[config.mk]
export PLATFORM = sky130hd
export DESIGN_NAME = ahb_lite_interconnect_flat
export DESIGN_NICKNAME = d
export VERILOG_FILES = /design/src/rtl/ahb_lite_interconnect_if.sv /design/src/rtl/ahb_lite_interconnect.sv /design/src/flat_wrapper.sv
export SDC_FILE = /design/constraint.sdc
export NUM_CORES = 1
export LEC_CHECK = 0
export BUFFER_PORTS_ARGS = -buffer_cell sky130_fd_sc_hd__buf_2
export CORE_AREA = 2 2 83 85
export CTS_BUF_LIST = sky130_fd_sc_hd__clkbuf_2
export CTS_CLUSTER_SIZE = 28
export DETAILED_ROUTE_END_ITERATION = 10
export DIE_AREA = 0 0 85 87
export GPL_TIMING_DRIVEN = 1
export PLACE_DENSITY_LB_ADDON = 0.15
export SLEW_MARGIN = 5
export SYNTH_ARGS = -nofsm -noshare
export SYNTH_HDL_FRONTEND = slang
export SYNTH_SLANG_ARGS = --single-unit
[constraint.sdc]
create_clock -name HCLK -period 3.6 [get_ports HCLK]
set_input_delay 0.36 -clock HCLK [delete_from_list [all_inputs] [get_ports HCLK]]
set_output_delay 0.36 -clock HCLK [all_outputs]
set_load 0.01 [all_outputs]
[src/rtl/ahb_lite_interconnect_if.sv]
// rtl/ahb_lite_interconnect_if.sv - AHB-Lite master-side and slave-array bus bundle
// Signals: HADDR/HTRANS/HWRITE (master address phase), HRDATA/HREADY/HRESP (master response),
//          HSEL_S/HREADY_S (to slaves), HRDATA_S/HREADYOUT_S/HRESP_S (from slaves, slave i at slice i).
// Modports: slave  - the interconnect's view (it is the slave of the bus master);
//           master - the view of whatever drives the master and slave-array side.
interface ahb_lite_interconnect_if #(
    parameter int ADDR_W     = 32,
    parameter int DATA_W     = 32,
    parameter int NUM_SLAVES = 4
);
    logic [ADDR_W-1:0]            HADDR;
    logic [1:0]                   HTRANS;
    logic                         HWRITE;
    logic [DATA_W-1:0]            HRDATA;
    logic                         HREADY;
    logic                         HRESP;
    logic [NUM_SLAVES-1:0]        HSEL_S;
    logic                         HREADY_S;
    logic [NUM_SLAVES*DATA_W-1:0] HRDATA_S;
    logic [NUM_SLAVES-1:0]        HREADYOUT_S;
    logic [NUM_SLAVES-1:0]        HRESP_S;

    modport slave (
        input  HADDR, HTRANS, HWRITE, HRDATA_S, HREADYOUT_S, HRESP_S,
        output HRDATA, HREADY, HRESP, HSEL_S, HREADY_S
    );

    modport master (
        output HADDR, HTRANS, HWRITE, HRDATA_S, HREADYOUT_S, HRESP_S,
        input  HRDATA, HREADY, HRESP, HSEL_S, HREADY_S
    );
endinterface

[src/rtl/ahb_lite_interconnect.sv]
// rtl/ahb_lite_interconnect.sv - single-master multi-slave AHB-Lite decoder/mux with default slave and watchdog
// Ports: HCLK, HRESETn (asynchronous, active-low)
//        bus         - slave modport of ahb_lite_interconnect_if (master and slave-array signals)
//        TIMEOUT_EVT - one-cycle pulse when the wait-state watchdog terminates a transfer
//        TIMEOUT_WR  - HWRITE of the timed-out transfer, valid while TIMEOUT_EVT=1
module ahb_lite_interconnect #(
    parameter int ADDR_W         = 32,
    parameter int DATA_W         = 32,
    parameter int NUM_SLAVES     = 4,
    parameter int SLOT_SHIFT     = 28,
    parameter int TIMEOUT_CYCLES = 16
) (
    input  logic                  HCLK,
    input  logic                  HRESETn,
    ahb_lite_interconnect_if.slave bus,
    output logic                  TIMEOUT_EVT,
    output logic                  TIMEOUT_WR
);
    localparam int IDX_W = ADDR_W - SLOT_SHIFT;
    localparam int SEL_W = 5;
    // Index 16 is never a real slave (NUM_SLAVES <= 16), so it marks the default slave.
    localparam logic [SEL_W-1:0] DEF = 5'd16;
    // With a narrow region field every index may be a real slave; the limit compare is then skipped.
    localparam bit ALL_MAPPED = (IDX_W < 5) && ((1 << IDX_W) <= NUM_SLAVES);
    localparam logic [IDX_W-1:0] NS_LIM = IDX_W'(NUM_SLAVES);

    localparam logic [1:0] DS_OK = 2'd0, DS_ERR1 = 2'd1, DS_ERR2 = 2'd2;
    localparam logic [1:0] WD_RUN = 2'd0, WD_TO1 = 2'd1, WD_TO2 = 2'd2;

    localparam bit WD_EN = (TIMEOUT_CYCLES > 0);
    localparam int CNT_W = (TIMEOUT_CYCLES > 1) ? $clog2(TIMEOUT_CYCLES) : 1;
    localparam logic [CNT_W-1:0] CNT_LAST = CNT_W'(WD_EN ? TIMEOUT_CYCLES - 1 : 0);

    logic [IDX_W-1:0]  a_idx;
    logic              a_mapped;
    logic [SEL_W-1:0]  a_sel;
    logic [SEL_W-1:0]  dsel;
    logic              dactive, dwrite, d_real;
    logic              s_ready, s_resp;
    logic [DATA_W-1:0] s_rdata;
    logic              hready, hresp;
    logic [DATA_W-1:0] hrdata;
    logic [1:0]        ds_state, ds_next;
    logic              def_hit;
    logic [1:0]        wd_state, wd_next;
    logic [CNT_W-1:0]  wd_cnt;
    logic              stall, fire;
    logic              unused_bits;

    assign unused_bits = ^{bus.HADDR, bus.HTRANS[0]};

    // Address-phase decode, independent of HTRANS.
    assign a_idx    = bus.HADDR[ADDR_W-1:SLOT_SHIFT];
    assign a_mapped = ALL_MAPPED || (a_idx < NS_LIM);
    assign a_sel    = a_mapped ? SEL_W'(a_idx) : DEF;

    always_comb begin
        bus.HSEL_S = '0;
        for (int i = 0; i < NUM_SLAVES; i++)
            bus.HSEL_S[i] = a_mapped && (a_sel == SEL_W'(i));
    end

    always_ff @(posedge HCLK or negedge HRESETn) begin
        if (!HRESETn) begin
            dsel    <= DEF;
            dactive <= 1'b0;
            dwrite  <= 1'b0;
        end else if (hready) begin
            dsel    <= a_sel;
            dactive <= bus.HTRANS[1];
            dwrite  <= bus.HWRITE;
        end
    end

    assign d_real = (dsel != DEF);

    always_comb begin
        s_ready = 1'b1;
        s_resp  = 1'b0;
        s_rdata = '0;
        for (int i = 0; i < NUM_SLAVES; i++) begin
            if (dsel == SEL_W'(i)) begin
                s_ready = bus.HREADYOUT_S[i];
                s_resp  = bus.HRESP_S[i];
                s_rdata = bus.HRDATA_S[i*DATA_W +: DATA_W];
            end
        end
    end

    // Default slave: two-cycle ERROR for any real transfer to an unmapped region.
    assign def_hit = hready && bus.HTRANS[1] && !a_mapped;

    always_comb begin
        ds_next = ds_state;
        case (ds_state)
            DS_OK:   if (def_hit) ds_next = DS_ERR1;
            DS_ERR1: ds_next = DS_ERR2;
            DS_ERR2: ds_next = def_hit ? DS_ERR1 : DS_OK;
            default: ds_next = DS_OK;
        endcase
    end

    // Watchdog: a not-ready slave on the final allowed wait cycle is cut off; a ready slave wins.
    assign stall = dactive && d_real && !s_ready;
    assign fire  = WD_EN && (wd_state == WD_RUN) && stall && (wd_cnt == CNT_LAST);

    always_comb begin
        wd_next = wd_state;
        case (wd_state)
            WD_RUN:  if (fire) wd_next = WD_TO1;
            WD_TO1:  wd_next = WD_TO2;
            WD_TO2:  wd_next = WD_RUN;
            default: wd_next = WD_RUN;
        endcase
    end

    always_ff @(posedge HCLK or negedge HRESETn) begin
        if (!HRESETn) begin
            ds_state    <= DS_OK;
            wd_state    <= WD_RUN;
            wd_cnt      <= '0;
            TIMEOUT_EVT <= 1'b0;
        end else begin
            ds_state    <= ds_next;
            wd_state    <= wd_next;
            TIMEOUT_EVT <= fire;
            if (hready || fire)
                wd_cnt <= '0;
            else if (WD_EN && (wd_state == WD_RUN) && stall)
                wd_cnt <= wd_cnt + 1'b1;
        end
    end

    // dwrite holds through TO1 because HREADY is low there.
    assign TIMEOUT_WR = TIMEOUT_EVT && dwrite;

    // Watchdog ERROR pair overrides whatever the hung slave is driving.
    always_comb begin
        hready = 1'b1;
        hresp  = 1'b0;
        hrdata = '0;
        if (wd_state == WD_TO1) begin
            hready = 1'b0;
            hresp  = 1'b1;
        end else if (wd_state == WD_TO2) begin
            hready = 1'b1;
            hresp  = 1'b1;
        end else if (dactive) begin
            if (d_real) begin
                hready = s_ready;
                hresp  = s_resp;
                hrdata = s_rdata;
            end else begin
                hready = (ds_state != DS_ERR1);
                hresp  = (ds_state != DS_OK);
            end
        end
    end

    assign bus.HREADY   = hready;
    assign bus.HREADY_S = hready;
    assign bus.HRESP    = hresp;
    assign bus.HRDATA   = hrdata;
endmodule

[src/flat_wrapper.sv]
// flat-port wrapper written by rule: the top's interface ports become plain ports
module ahb_lite_interconnect_flat 
#(
    parameter int ADDR_W         = 32,
    parameter int DATA_W         = 32,
    parameter int NUM_SLAVES     = 4,
    parameter int SLOT_SHIFT     = 28,
    parameter int TIMEOUT_CYCLES = 16
)
  (HCLK, HRESETn, TIMEOUT_EVT, TIMEOUT_WR, bus_HADDR, bus_HTRANS, bus_HWRITE, bus_HRDATA_S, bus_HREADYOUT_S, bus_HRESP_S, bus_HRDATA, bus_HREADY, bus_HRESP, bus_HSEL_S, bus_HREADY_S);
  ahb_lite_interconnect_if #(.ADDR_W(ADDR_W), .DATA_W(DATA_W), .NUM_SLAVES(NUM_SLAVES)) bus_i ();
  input  logic HCLK;
  input  logic HRESETn;
  output logic TIMEOUT_EVT;
  output logic TIMEOUT_WR;
  input wire logic [$bits(bus_i.HADDR)-1:0] bus_HADDR;
  input wire logic [$bits(bus_i.HTRANS)-1:0] bus_HTRANS;
  input wire logic [$bits(bus_i.HWRITE)-1:0] bus_HWRITE;
  input wire logic [$bits(bus_i.HRDATA_S)-1:0] bus_HRDATA_S;
  input wire logic [$bits(bus_i.HREADYOUT_S)-1:0] bus_HREADYOUT_S;
  input wire logic [$bits(bus_i.HRESP_S)-1:0] bus_HRESP_S;
  output wire logic [$bits(bus_i.HRDATA)-1:0] bus_HRDATA;
  output wire logic [$bits(bus_i.HREADY)-1:0] bus_HREADY;
  output wire logic [$bits(bus_i.HRESP)-1:0] bus_HRESP;
  output wire logic [$bits(bus_i.HSEL_S)-1:0] bus_HSEL_S;
  output wire logic [$bits(bus_i.HREADY_S)-1:0] bus_HREADY_S;
  assign bus_i.HADDR = bus_HADDR;
  assign bus_i.HTRANS = bus_HTRANS;
  assign bus_i.HWRITE = bus_HWRITE;
  assign bus_i.HRDATA_S = bus_HRDATA_S;
  assign bus_i.HREADYOUT_S = bus_HREADYOUT_S;
  assign bus_i.HRESP_S = bus_HRESP_S;
  assign bus_HRDATA = bus_i.HRDATA;
  assign bus_HREADY = bus_i.HREADY;
  assign bus_HRESP = bus_i.HRESP;
  assign bus_HSEL_S = bus_i.HSEL_S;
  assign bus_HREADY_S = bus_i.HREADY_S;
  ahb_lite_interconnect #(.ADDR_W(ADDR_W), .DATA_W(DATA_W), .NUM_SLAVES(NUM_SLAVES), .SLOT_SHIFT(SLOT_SHIFT), .TIMEOUT_CYCLES(TIMEOUT_CYCLES)) u_core (.HCLK(HCLK), .HRESETn(HRESETn), .bus(bus_i), .TIMEOUT_EVT(TIMEOUT_EVT), .TIMEOUT_WR(TIMEOUT_WR));
endmodule
==> impl_metrics.csv <==
group,metric,value,unit
setup_path,required,3.24,ns
final_layout,layout.nets,516,
placement,numPlacedInstances,416,
cts,cts_sinks,16,
logic_synthesis,ys_seq_area_share,21.3,%
global_route,grtUsageTotal,16.6,%
cts,cts-buffers-inserted,3,
setup_path,crit_chain,"mux4_2 > or3_4 > a32oi_2 > inv_1 > buf_2",
placement,dp_hpwl,5.60,mm
logic_synthesis,synthSimpleGateAreaFrac,22.4,%
cts,cts-root-buf,"clkbuf_2",
die,dieArea,7400,um2
setup_path,critPathSlowestCell,"dfrtp_2",
die,coreArea,6570,um2
sta,slew_headroom,57.5,%
pwr,switching_share,31.3,%
cts,htreeDepth,1,
placement,dpl_cell_area,2860,um2
die,start_util,28.7,%
setup_path,cp_top_family,"flip-flops",
sta,post-route-min-period,3.15,ns
logic_synthesis,synth_compound_area_share,7.89,%
setup_path,critPathBufInv,2,
final_layout,final_cells,421,
pwr,p_seq_share,35.9,%
final_layout,drive_gt1_share,68.3,%
setup_path,critPathLaunch,"u_core.dsel[0]$_DFFE_PN0P_",
logic_synthesis,syn_nets,338,
sta,setup_viol,0,
pwr,p_leak,1.43,nW
placement,port_buffers,184,
sta,fin_tns_setup,0,ns
logic_synthesis,synth_edf_count,0,
hold_path,min-delay-start,"bus_HWRITE",
run_status,status,"complete, no violations",
logic_synthesis,syn_area,1890,um2
die,ioPinCount,214,
logic_synthesis,synth-xor-area-share,0.464,%
sta,worstMarginPinSlew,0.638,ns
pwr,powerDensity,197,nW/um2
logic_synthesis,synthMuxAreaShare,42.4,%
final_layout,antenna_cells,0,
sta,finalHoldViolations,0,
logic_synthesis,synth_cells,164,
setup_path,worst-path-max-fanout,16,
setup_path,worst_setup_path_start_kind,"flop",
logic_synthesis,synth_flop_cell,"dfrtp_1",
cts,cts_resized,0,
drt,drc,0,
logic_synthesis,syn_area_per_cell,11.5,um2
setup_path,crit_type,"reg -> out",
global_route,grt_pass1_vias,1978,
final_layout,final_cell_area,2890,um2
logic_synthesis,yosys.area.top_type,"mux4_2",
hold_path,worstHoldPathType,"in -> reg",
drt,antenna_left,0,
drt,vias,2040,
cts,tritoncts,"yes",
logic_synthesis,yosysTopAreaCellShare,39.4,%
drt,drtIter0Drc,67,
global_route,globalRouteOverflowTotal,0,
setup_path,endpoint_kind,"output port",
die,rows,30,
sta,grt_setup_unrepaired,"false",
logic_synthesis,synth.area.top_cells,"mux4_2 39%, dfrtp_1 20%, nor2b_1 11%",
logic_synthesis,ys_warn_count,0,
sta,period_share,87.4,%
final_layout,final_common_cell,"buf_2",
placement,finalWeightedCongestion,0.806,
drt,wirelength,6.64,mm
setup_path,reg2reg_from,"u_core.dsel[0]$_DFFE_PN0P_",
logic_synthesis,synthAdderAreaFrac,0.663,%
global_route,grt_max_degree,33,
sta,report.final.slew_viol_count,0,
die,die_y,87,um
setup_path,critPathArrivalTime,2.79,ns
pwr,intPower,391,uW
cts,clockBufferDepth,2,
global_route,grt_pass1_wl,9.90,mm
drt,via_per_inst,4.85,
final_layout,layout_common_cells,"184 x buf_2, 33 x mux4_2, 33 x nor2b_1",
sta,fin_worst_skew,0.00881,ns
pwr,pwr-share-comb,49.4,%
drt,first_pass_iters,4,
setup_path,critPathMaxStageDelay,0.71,ns
drt,routedWlPerCell,15.8,um
global_route,grt_antenna_before_repair,0,
logic_synthesis,ys_async_sr_fraction,100,%
pwr,switching_power,178,uW
logic_synthesis,synthDistinctLibCells,40,
sta,fmax,318,MHz
cts,clk_latency,0.28,ns
logic_synthesis,synth_seq_cells,16,
final_layout,syn2layout_area_growth,52.9,%
die,die_w,85,um
pwr,irDropWorstVdd,0.000149,V
job,maxCapViolations,0,
pwr,clkPwrFrac,14.6,%
cts,clk_pin_slew,0.15,ns
logic_synthesis,synth_top_family_by_area,"multiplexers",
state kept, by name (all words and copies together) (netlist names):
register and cells:
u_core.wd_state 2, u_core.TIMEOUT_EVT 1, u_core.dactive 1, u_core.ds_state 2
u_core.wd_cnt 4, u_core.dwrite 1, u_core.dsel 5
power groups by stage:
stage	Sequential, mW	Clock [mW]	Combinational (mW)
final	0.205	0.0832	0.282
after global routing	0.208	0.0969	0.308
after CTS	0.205	0.0899	0.286
after detailed placement	0.209	0	0.284
after global placement	0.209	0	0.280
after floorplan	0.197	0	0.174
cell usage after synthesis, types with 2 or more instances:
cell type,count
a21oi_1,3
mux4_2,33
nor4_1,3
buf_1,3
nor2b_1,33
o21a_1,2
nor4b_1,3
mux2i_1,2
clkbuf_1,7
nand3_1,4
and2_1,4
nand2_1,9
or2_2,2
inv_1,6
nor2_1,5
dfrtp_1,15
o21ai_0,2
a21boi_2,3
a21o_1,2
buf_4,2
nor3_1,2
cell families after synthesis:
group | Yosys count
AO/OA/AOI/OAI | 18
XOR/XNOR | 1
adder cells (fa/ha/maj) | 1
buffers and inverters | 20
flip-flops | 16
multiplexers | 37
AND/OR/NAND/NOR | 71
worst paths after layout:
path	slack (ns)	depth (start not counted)	endpoint
min reg2reg	0.46	1	u_core.ds_state[1]$_DFFE_PN0P_
min	0.30	2	u_core.dwrite$_DFFE_PN0P_
min in group asynchronous	0.50	2	u_core.wd_cnt[1]$_DFFE_PN0P_
max reg2reg	0.87	4	u_core.dwrite$_DFFE_PN0P_
max	0.45	5	bus_HREADY
max in group asynchronous	2.79	2	u_core.dsel[4]$_DFFE_PN1P_
stage by stage:
step	utilization, %	hold slack, ns	power [mW]	worst slack, ns
2_1_floorplan	-	0.0644	0.370	1.24
3_3_place_gp	43.5	0.299	0.488	0.679
3_5_place_dp	43.5	0.300	0.493	0.692
4_1_cts	43.9	0.273	0.581	0.344
5_1_grt	43.9	0.271	0.612	0.155
6_report	43.9	0.300	0.569	0.454
per-layer routing:
metal | vias up | part of all wire [%] | wire length [um] | track usage, %
met5 | - | 0 | 0 | 0
met4 | 0 | 1.1 | 73 | 2.31
met3 | 8 | 6.9 | 461 | 2.65
met2 | 87 | 53 | 3550 | 30.5
met1 | 959 | 39 | 2560 | 21.1
li1 | 986 | - | - | -
what timing repair did:
| action | 4_1_cts | 5_1_grt |
|---|---|---|
| hold buffers | 1 | 0 |
| endpoints found under the hold margin | 15 | 0 |
| endpoints found under the setup margin | 0 | 0 |
| buffers inserted | 0 | 0 |
cell type report:
cell class | instances | area [um2]
inverter | 6 | 22.5
timing repair buffer | 187 | 946
multi-input combinational | 128 | 1390
fill | 686 | 3680
sequential | 16 | 403
clock buffer | 4 | 20.0
tap | 80 | 100
Power figures use the tool's default switching activity.
